$ cat config.mk
export PLATFORM = sky130hd
export DESIGN_NAME = systolic_skew_feeder_flat
export DESIGN_NICKNAME = d
export VERILOG_FILES = /design/src/rtl/systolic_pkg.sv /design/src/rtl/systolic_skew_feeder_if.sv /design/src/rtl/skew_delay_line.sv /design/src/rtl/systolic_skew_feeder.sv /design/src/flat_wrapper.sv
export SDC_FILE = /design/constraint.sdc
export NUM_CORES = 2
export LEC_CHECK = 0
export BUFFER_PORTS_ARGS = -buffer_cell sky130_fd_sc_hd__buf_2
export CAP_MARGIN = 20
export CORE_MARGIN = 2
export CORE_UTILIZATION = 43
export CTS_CLUSTER_SIZE = 40
export DETAILED_ROUTE_END_ITERATION = 10
export SYNTH_ARGS = -nofsm -noshare
export SYNTH_HDL_FRONTEND = slang
export SYNTH_SLANG_ARGS = --single-unit
$ cat constraint.sdc
create_clock -name clk_i -period 2.68 [get_ports clk_i]
set_clock_uncertainty 0.05 [all_clocks]
set_input_delay 0 -clock clk_i [delete_from_list [all_inputs] [get_ports clk_i]]
set_output_delay 0 -clock clk_i [all_outputs]
set_load 0.02 [all_outputs]
$ cat src/rtl/systolic_pkg.sv
// Shared types and defaults for the systolic array edge feeders.
// Imported by the feeder interface, the skew delay line and the feeder top.
package systolic_pkg;

    localparam int DATA_WIDTH_DEF = 32;
    localparam int LANES_DEF      = 16;
    localparam int K_WIDTH_DEF    = 16;

    typedef enum logic [1:0] {
        IDLE   = 2'd0,
        STREAM = 2'd1,
        DRAIN  = 2'd2,
        DONE   = 2'd3
    } feeder_state_e;

    // Counter width able to hold 0..n-2; never narrower than one bit.
    function automatic int cnt_width(input int n);
        return (n > 2) ? $clog2(n) : 1;
    endfunction

endpackage

$ cat src/rtl/systolic_skew_feeder_if.sv
// Operand-vector handshake between an upstream producer and the skew feeder.
// One full vector moves per beat (vec_valid & vec_ready).
interface systolic_skew_feeder_if
    import systolic_pkg::*;
#(
    parameter int DATA_WIDTH = DATA_WIDTH_DEF,
    parameter int LANES      = LANES_DEF
);

    logic [DATA_WIDTH-1:0] vec [LANES];
    logic                  vec_valid;
    logic                  vec_ready;

    modport master (
        output vec,
        output vec_valid,
        input  vec_ready
    );

    modport slave (
        input  vec,
        input  vec_valid,
        output vec_ready
    );

endinterface

$ cat src/rtl/skew_delay_line.sv
// DEPTH-stage data+valid shift register used to skew one feeder lane.
// DEPTH=0 is a plain wire so lane 0 carries no extra latency.
module skew_delay_line
    import systolic_pkg::*;
#(
    parameter int DATA_WIDTH = DATA_WIDTH_DEF,
    parameter int DEPTH      = 1
) (
    input  logic                  clk_i,
    input  logic                  rst_n,
    input  logic [DATA_WIDTH-1:0] src_data,
    input  logic                  src_valid,
    output logic [DATA_WIDTH-1:0] dly_data,
    output logic                  dly_valid
);

    generate
        if (DEPTH == 0) begin : g_wire
            assign dly_data  = src_data;
            assign dly_valid = src_valid;
        end else begin : g_shift
            logic [DATA_WIDTH-1:0] data_r  [DEPTH];
            logic                  valid_r [DEPTH];

            // Shift data and valid one stage per clock; reset empties the line.
            always_ff @(posedge clk_i or negedge rst_n) begin
                if (!rst_n) begin
                    for (int s = 0; s < DEPTH; s++) begin
                        data_r[s]  <= '0;
                        valid_r[s] <= 1'b0;
                    end
                end else begin
                    data_r[0]  <= src_data;
                    valid_r[0] <= src_valid;
                    for (int s = 1; s < DEPTH; s++) begin
                        data_r[s]  <= data_r[s-1];
                        valid_r[s] <= valid_r[s-1];
                    end
                end
            end

            assign dly_data  = data_r[DEPTH-1];
            assign dly_valid = valid_r[DEPTH-1];
        end
    endgenerate

endmodule

$ cat src/rtl/systolic_skew_feeder.sv
// Accepts K operand vectors and emits them diagonally skewed (lane i delayed
// by i cycles) for the systolic PE grid, then drains and pulses done.
module systolic_skew_feeder
    import systolic_pkg::*;
#(
    parameter int DATA_WIDTH = DATA_WIDTH_DEF,
    parameter int LANES      = LANES_DEF,
    parameter int K_WIDTH    = K_WIDTH_DEF
) (
    input  logic                  clk_i,
    input  logic                  rst_n,
    input  logic                  start_i,
    input  logic [K_WIDTH-1:0]    k_len_i,
    systolic_skew_feeder_if.slave vec_if,
    output logic [DATA_WIDTH-1:0] lane_o       [LANES],
    output logic                  lane_valid_o [LANES],
    output logic                  busy_o,
    output logic                  done_o
);

    localparam int                  DRAIN_W    = cnt_width(LANES);
    localparam logic [DRAIN_W-1:0]  DRAIN_LAST = DRAIN_W'((LANES > 1) ? LANES - 2 : 0);
    localparam logic [DRAIN_W-1:0]  DRAIN_ONE  = DRAIN_W'(1);
    localparam logic [K_WIDTH-1:0]  K_ONE      = K_WIDTH'(1);

    feeder_state_e         state_r;
    logic [K_WIDTH-1:0]    k_len_r;
    logic [K_WIDTH-1:0]    beat_cnt_r;
    logic [DRAIN_W-1:0]    drain_cnt_r;
    logic                  ready_r;
    logic                  busy_r;
    logic                  done_r;
    logic                  beat_s;
    logic                  last_beat_s;
    logic [DATA_WIDTH-1:0] head_data_r  [LANES];
    logic                  head_valid_r [LANES];

    assign beat_s      = vec_if.vec_valid & ready_r;
    // beat_cnt_r never exceeds k_len_r-1, so the increment cannot wrap.
    assign last_beat_s = beat_s & ((beat_cnt_r + K_ONE) == k_len_r);

    // Tile sequencer with registered ready/busy/done outputs.
    always_ff @(posedge clk_i or negedge rst_n) begin
        if (!rst_n) begin
            state_r     <= IDLE;
            k_len_r     <= '0;
            beat_cnt_r  <= '0;
            drain_cnt_r <= '0;
            ready_r     <= 1'b0;
            busy_r      <= 1'b0;
            done_r      <= 1'b0;
        end else begin
            case (state_r)
                IDLE: begin
                    done_r <= 1'b0;
                    if (start_i) begin
                        k_len_r     <= k_len_i;
                        beat_cnt_r  <= '0;
                        drain_cnt_r <= '0;
                        busy_r      <= 1'b1;
                        if (k_len_i == '0) begin
                            state_r <= DONE;
                            done_r  <= 1'b1;
                        end else begin
                            state_r <= STREAM;
                            ready_r <= 1'b1;
                        end
                    end
                end
                STREAM: begin
                    if (beat_s) begin
                        beat_cnt_r <= beat_cnt_r + K_ONE;
                        if (last_beat_s) begin
                            ready_r <= 1'b0;
                            if (LANES == 1) begin
                                state_r <= DONE;
                                done_r  <= 1'b1;
                            end else begin
                                state_r <= DRAIN;
                            end
                        end
                    end
                end
                DRAIN: begin
                    // LANES-1 drain cycles let the last beat reach the final lane.
                    if (drain_cnt_r == DRAIN_LAST) begin
                        state_r <= DONE;
                        done_r  <= 1'b1;
                    end else begin
                        drain_cnt_r <= drain_cnt_r + DRAIN_ONE;
                    end
                end
                DONE: begin
                    state_r <= IDLE;
                    done_r  <= 1'b0;
                    busy_r  <= 1'b0;
                end
                default: begin
                    state_r <= IDLE;
                    ready_r <= 1'b0;
                    busy_r  <= 1'b0;
                    done_r  <= 1'b0;
                end
            endcase
        end
    end

    // Lane head registers: capture the accepted vector, zero-fill on bubbles.
    always_ff @(posedge clk_i or negedge rst_n) begin
        if (!rst_n) begin
            for (int i = 0; i < LANES; i++) begin
                head_data_r[i]  <= '0;
                head_valid_r[i] <= 1'b0;
            end
        end else begin
            for (int i = 0; i < LANES; i++) begin
                head_valid_r[i] <= beat_s;
                head_data_r[i]  <= beat_s ? vec_if.vec[i] : '0;
            end
        end
    end

    generate
        for (genvar gi = 0; gi < LANES; gi++) begin : g_lane
            skew_delay_line #(
                .DATA_WIDTH (DATA_WIDTH),
                .DEPTH      (gi)
            ) u_skew (
                .clk_i     (clk_i),
                .rst_n     (rst_n),
                .src_data  (head_data_r[gi]),
                .src_valid (head_valid_r[gi]),
                .dly_data  (lane_o[gi]),
                .dly_valid (lane_valid_o[gi])
            );
        end
    endgenerate

    assign vec_if.vec_ready = ready_r;
    assign busy_o           = busy_r;
    assign done_o           = done_r;

endmodule
$ cat src/flat_wrapper.sv
// flat-port wrapper written by rule: the top's interface ports become plain ports
module systolic_skew_feeder_flat import systolic_pkg::*;
#(
    parameter int DATA_WIDTH = DATA_WIDTH_DEF,
    parameter int LANES      = LANES_DEF,
    parameter int K_WIDTH    = K_WIDTH_DEF
)
  (clk_i, rst_n, start_i, k_len_i, lane_o, lane_valid_o, busy_o, done_o, vec_if_vec, vec_if_vec_valid, vec_if_vec_ready);
  systolic_skew_feeder_if #(.DATA_WIDTH(DATA_WIDTH), .LANES(LANES)) vec_if_i ();
  input  logic clk_i;
  input  logic rst_n;
  input  logic start_i;
  input  logic [K_WIDTH-1:0] k_len_i;
  output logic [DATA_WIDTH-1:0] lane_o[LANES];
  output logic lane_valid_o[LANES];
  output logic busy_o;
  output logic done_o;
  input wire logic [$bits(vec_if_i.vec)-1:0] vec_if_vec;
  input wire logic [$bits(vec_if_i.vec_valid)-1:0] vec_if_vec_valid;
  output wire logic [$bits(vec_if_i.vec_ready)-1:0] vec_if_vec_ready;
  assign vec_if_i.vec = {>>{vec_if_vec}};
  assign vec_if_i.vec_valid = vec_if_vec_valid;
  assign vec_if_vec_ready = vec_if_i.vec_ready;
  systolic_skew_feeder #(.DATA_WIDTH(DATA_WIDTH), .LANES(LANES), .K_WIDTH(K_WIDTH)) u_core (.clk_i(clk_i), .rst_n(rst_n), .start_i(start_i), .k_len_i(k_len_i), .vec_if(vec_if_i), .lane_o(lane_o), .lane_valid_o(lane_valid_o), .busy_o(busy_o), .done_o(done_o));
endmodule
# Yosys cells after proc, flatten, opt, wreduce, memory -nomap -nowiden
# Cells that the tools add are included.
[op_classes]
n_bitwise = 2
reduce_logical = 13
n_eq_ne = 11
addsub = 2
mux = 39
[ops]
columns = ["op", "count"]
rows = [
  ["2-to-1 mux 32 bit", 16],
  ["2-to-1 mux 16 bit", 2],
  ["case mux 16 bit (2 select lines)", 1],
  ["adder 16 x 1 -> 16 bit (second input constant)", 1],
  ["equality test 16 bit", 1],
  ["logical NOT 16 bit", 1],
  ["2-to-1 mux 2 bit", 5],
  ["2-to-1 mux 1 bit", 8],
  ["2-to-1 mux 4 bit", 2],
  ["case mux 2 bit (4 select lines)", 1],
  ["case mux 4 bit (2 select lines)", 1],
  ["!= test 2 x 1 -> 1 bit (second input constant)", 3],
  ["!= test 2 bit (second input constant)", 3],
  ["AND reduction 2 bit", 3],
  ["AND reduction 3 bit", 2],
  ["nonzero test 2 bit", 3],
  ["AND reduction 5 bit", 1],
  ["adder 4 x 1 -> 4 bit (second input constant)", 1],
  ["equality test 2 bit (second input constant)", 2],
  ["equality test 4 bit (second input constant)", 1],
  ["case mux 1 bit (2 select lines)", 2],
  ["AND reduction 4 bit", 1],
  ["case mux 1 bit (3 select lines)", 1],
  ["nonzero test 3 bit", 1],
  ["3 further kinds", 4],
]
[totals]
wordCells = 226
in_bits = 532
ff_bits = 4409

# Logic depth before layout (Yosys ltp)
[logic_depth]
word_depth = 6
mapped_depth = 10
ltp_nobuf = 8

# By module
# Synthesis repeated with hierarchy kept, for this count alone.
[unflattened]
hier_cells = 5843
area_unflattened_um2 = 121688.0
[modules_own_cells]
columns = ["mod", "n_inst", "area_each_um2", "cells_each"]
rows = [
  ["systolic_skew_feeder", 1, 18982.0, 1402],
  ["skew_delay_line (u_core.g_lane[15].u_skew)", 1, 12627.1, 527],
  ["skew_delay_line (u_core.g_lane[14].u_skew)", 1, 11801.3, 494],
  ["skew_delay_line (u_core.g_lane[13].u_skew)", 1, 10975.5, 461],
  ["skew_delay_line (u_core.g_lane[12].u_skew)", 1, 10149.7, 428],
  ["skew_delay_line (u_core.g_lane[11].u_skew)", 1, 9323.9, 395],
  ["skew_delay_line (u_core.g_lane[10].u_skew)", 1, 8498.2, 362],
  ["skew_delay_line (u_core.g_lane[9].u_skew)", 1, 7672.4, 329],
  ["skew_delay_line (u_core.g_lane[8].u_skew)", 1, 6846.6, 296],
  ["skew_delay_line (u_core.g_lane[7].u_skew)", 1, 6020.8, 263],
  ["skew_delay_line (u_core.g_lane[6].u_skew)", 1, 5195.0, 230],
  ["skew_delay_line (u_core.g_lane[5].u_skew)", 1, 4369.2, 197],
  ["skew_delay_line (u_core.g_lane[4].u_skew)", 1, 3543.4, 164],
  ["skew_delay_line (u_core.g_lane[3].u_skew)", 1, 2717.6, 131],
  ["+3 rows", "--", "--", "--"],
]

# Worst setup path after synthesis
# No wires, ideal clock.
[synth_path]
path_kind = "reg2reg"
from = "register u_core.beat_cnt_r[0]"
to = "register u_core.state_r[1]"
setup_time_ps = 123
path_stages_with_launch = 9
arrival_ps = 2010
required_time_ps = 2507
setup_slack_ps = 497
cell_sequence = "dfrtp_1 ha_1 and4_1 nand2_1 nor4b_2 a21oi_1 or4_4 o21ai_1 a21oi_1"
[synth_between]
elab_chain_cells = 5
[synth_rtl]
columns = ["item", "line", "rtl"]
rows = [
  ["start: declaration", "systolic_skew_feeder.sv:28", "logic [K_WIDTH-1:0] beat_cnt_r;"],
  ["start signal: assignment", "systolic_skew_feeder.sv:72", "beat_cnt_r <= beat_cnt_r + K_ONE;"],
  ["adder 16 x 1 -> 16 bit", "systolic_skew_feeder.sv:40", "assign last_beat_s = beat_s & ((beat_cnt_r + K_ONE) == k_len_r);"],
  ["equality test 16 bit", "systolic_skew_feeder.sv:40", ""],
  ["AND 1 bit", "systolic_skew_feeder.sv:40", ""],
  ["!= test 2 x 1 -> 1 bit (no line)", "--", ""],
  ["AND reduction 4 bit (no line)", "--", ""],
  ["end signal: assignment", "systolic_skew_feeder.sv:45", "state_r <= IDLE;"],
  ["end signal: assignment", "systolic_skew_feeder.sv:62", "state_r <= DONE;"],
  ["end signal: assignment", "systolic_skew_feeder.sv:65", "state_r <= STREAM;"],
  ["end: declaration", "systolic_skew_feeder.sv:26", "feeder_state_e state_r;"],
]
# No other way between the ends.
# A chain may end at the register's enable or synchronous reset.

# Worst setup path after layout
[layout_path]
from = "register u_core.ready_r (netlist: u_core.vec_if.vec_ready)"
to = "register u_core.head_data_r[321] in the netlist's numbering"
[layout_between]
elab_chain_cells = 2
[layout_rtl]
columns = ["item", "line", "rtl"]
rows = [
  ["start: declaration", "systolic_skew_feeder.sv:30", "logic ready_r;"],
  ["start signal: assignment", "systolic_skew_feeder.sv:49", "ready_r <= 1'b0;"],
  ["start signal: assignment", "systolic_skew_feeder.sv:66", "ready_r <= 1'b1;"],
  ["start signal: assignment", "systolic_skew_feeder.sv:74", "ready_r <= 1'b0;"],
  ["AND 1 bit", "systolic_skew_feeder.sv:38", "assign beat_s = vec_if.vec_valid & ready_r;"],
  ["2-to-1 mux 32 bit", "systolic_skew_feeder.sv:118", "head_data_r[i] <= beat_s ? vec_if.vec[i] : '0;"],
  ["end signal: indexed assignment", "systolic_skew_feeder.sv:118", ""],
  ["end: declaration", "systolic_skew_feeder.sv:35", "logic [DATA_WIDTH-1:0] head_data_r [LANES];"],
]
# No other way between the ends.

==> flow_summary.yaml <==
grt:
  grt_pass1_vias: 62500
  grt-ovfl-total: 0
  grt_pass1_wl_mm: 389
  antenna_found_initial: 63
  grt_max_degree: 173
  gr-usage-all-layers_pct: 18.3
worst_setup_path:
  required_ns: 3.46
  rr_startpoint: "u_core.vec_if.vec_ready$_DFFE_PN0P_"
  worstPathArrival_ns: 3.32
  worstSetupStartpointType: "register"
  end_kind: "register"
  reg2reg_to: "u_core.head_data_r[321]$_DFF_PN0_"
  worstRegToRegCells: 4
  worstPathMaxFanout: 122
  cp-startpoint: "u_core.vec_if.vec_ready$_DFFE_PN0P_"
  endpoint: "u_core.head_data_r[321]$_DFF_PN0_"
  reg2reg_slack_ns: 0.14
  critPathKind: "register to register"
synth:
  synthAdderAreaFrac_pct: 0.0736
  synth_xor_area_share_pct: 0.132
  syn_area_per_cell_um2: 20.7
  synth_common_cells: "dfrtp_1 (4,409), and3_1 (515), buf_4 (469)"
  synth_top_family_by_area: "buffers and inverters"
  synthTopCellsByArea: "dfrtp_1 (93%), buf_4 (3.0%), and3_1 (2.7%)"
  synth_area_leader_cell: "dfrtp_1"
  synthSimpleGateAreaFrac_pct: 3.16
  ys_ff_latch: 4409
  yosys.area.top_type_share_pct: 92.7
  synth-edff-count: 0
  yosys.cell_count.top_type: "dfrtp_1"
  synth_ff_type: "dfrtp_1"
  seq_area_frac_synth_pct: 92.7
  synth-compound-area-share_pct: 0.346
  synthMuxAreaShare_pct: 0.221
  synthDistinctLibCells: 51
  syn_inst: 5739
  synth_area_um2: 119000
  yosys_warnings: 0
  synth_nets: 6278
  async_flop_share_pct: 100
cells_and_area:
  area.sequential_um2: 110000
  drive_above_1_share_pct: 22.1
  fillers: 19600
  multi_input_area_um2: 4690
  synthToLayoutAreaGrowth_pct: 31.0
  final_area_um2: 156000
  final_nets: 8803
placed_design:
  io_buffers: 1062
  dp_hpwl_mm: 134
  place_congestion: 0.797
  placed_area_um2: 127000
drt:
  wl_mm: 254
  vias: 53900
  drc: 0
  firstDrtPassIters: 7
  vias_per_cell: 4.36
  drt_iter0_drc: 3268
  wire_per_inst_um: 20.5
  ant_nets: 0
floorplanning:
  io_pins: 1063
  row_count: 193
  die_h_um: 530
  dieArea_um2: 281000
  fp.dieW_um: 530
  core_um2: 276000
  start_util_pct: 43.1
flow_run:
  maxCapViolations: 0
hold_path:
  hold_class: "primary input to register"
  worstHoldStart: "vec_if_vec_valid"
timing:
  grt_setup_unrepaired: "false"
  slew_headroom_pct: 33.7
  timing.final.crit_share_pct: 94.9
  max_freq_mhz: 393
  setup_viol: 0
  timing.setup.tns_ns: 0
  hold_viol_final: 0
  worst_pin_slew_ns: 0.994
  final-max-slew-violation-count: 0
  post-route-min-period_ns: 2.54
clock_network:
  clockBufferDepth: 4
  clock_sinks: 4409
  clk_latency_ns: 0.97
  h-tree-depth: 5
  cts_root_buf: "clkbuf_16"
  path_clk_slew_ns: 0.07
  tritoncts: "done"
  cts_inserted_buffers: 404
  cts_setup_buffers: 0
run_status:
  status: "finished, final reports clean"
power_and_ir_drop:
  vdd_drop_max_uv: 692
  leakage_nw: 85.7
  p_per_area_nw_per_um2: 829
[sequential cells by signal, indices dropped and copies added, names as in the netlist]
signal	flops
u_core.g_lane.u_skew.g_shift.data_r	3360
u_core.g_lane.u_skew.dly_valid	4
u_core.drain_cnt_r	4
u_core.state_r	2
u_core.beat_cnt_r	16
u_core.head_data_r	512
u_core.g_lane.u_skew.dly_data	480
u_core.done_o	1
u_core.busy_o	1
u_core.vec_if.vec_ready	1
u_core.g_lane.u_skew.g_shift.valid_r	11
u_core.k_len_r	16
u_core.head_valid_r	1
[metal layers]
layer / GRT usage (%) / vias up / wire [um]
li1: - / 22900 / -
met1: 22.3 / 28800 / 96000
met2: 30.9 / 1508 / 132000
met3: 4.05 / 620 / 13100
met4: 8.76 / 8 / 12800
met5: 0 / - / 48
[through the flow]
step                      total power, mW  hold WS (ns)  utilization [%]  cells  setup slack, ns
after global routing                  134         0.146             56.5  12300           0.0178
after floorplan                      67.9        -0.346                -   5739            0.497
after CTS                             130         0.108             56.5  12300            0.119
after global placement               69.9        0.0808             46.0  10100           0.0604
after detailed placement             70.0        0.0924             46.0  10100            0.174
final                                 129         0.180             56.5  12400            0.137
[layout make-up]
| class | instances | area share (%) |
|---|---|---|
| sequential | 4409 | 70.7 |
| timing repair buffer | 2714 | 14.2 |
| clock buffer | 591 | 7.52 |
| multi-input combinational | 728 | 3.01 |
| tap | 3705 | 2.97 |
| clock inverter | 150 | 1.44 |
| antenna | 49 | 0.0786 |
| inverter | 7 | 0.0168 |
[cell usage in the layout, fill, tap and decap left out, drive strengths merged, types with 12 or more instances in the layout]
cell type | netlist | final
diode | 0 | 49
nand2 | 28 | 28
clkbuf | 121 | 591
a21oi | 21 | 21
dlygate4sd3 | 0 | 1492
xnor2 | 12 | 12
o21ai | 23 | 23
clkinvlp | 0 | 12
clkinv | 0 | 89
mux2 | 18 | 18
bufinv | 0 | 36
buf | 474 | 1222
dfrtp | 4409 | 4409
inv | 7 | 20
nor2 | 12 | 12
nor3 | 12 | 12
and3 | 517 | 517
[cell families after synthesis]
logic type | after synthesis
compound gates | 66
xor+xnor | 18
fa+ha+maj | 7
buf+inv | 602
flops | 4409
mux | 24
simple gates | 613
[critical path: stages (launching register included)]
cell and delay [ns]:
dfrtp_4 0.42, buf_12 0.43, buf_4 0.53, and3_1 0.26
dlygate4sd3_1 0.57
[repair_timing]
item / in CTS / in global routing
gates resized for setup: 0 / 5
hold buffers: 1493 / 0
hold endpoints to repair: 4868 / 0
endpoints found under the setup margin: 0 / 5
[how the worst min path moves through the flow]
stage                                                              to  cells past startpoint
6_report                            u_core.head_valid_r[15]$_DFF_PN0_                      3
5_1_grt                             u_core.head_valid_r[15]$_DFF_PN0_                      3
4_1_cts                             u_core.head_valid_r[15]$_DFF_PN0_                      3
3_5_place_dp   u_core.g_lane[14].u_skew.g_shift.data_r[400]$_DFF_PN0_                      1
3_3_place_gp   u_core.g_lane[14].u_skew.g_shift.data_r[403]$_DFF_PN0_                      1
2_1_floorplan                        u_core.beat_cnt_r[0]$_DFFE_PN0P_                      0
[power breakdown]
part / internal [mW] / total, mW / switching (mW) / leakage (nW)
Sequential: 66.6 / 66.6 / 0 / 61.6
Combinational: 1.54 / 3.48 / 1.93 / 17.2
Clock: 34.2 / 59.3 / 25.1 / 6.83
No activity file was read; power rests on OpenSTA's default activity.
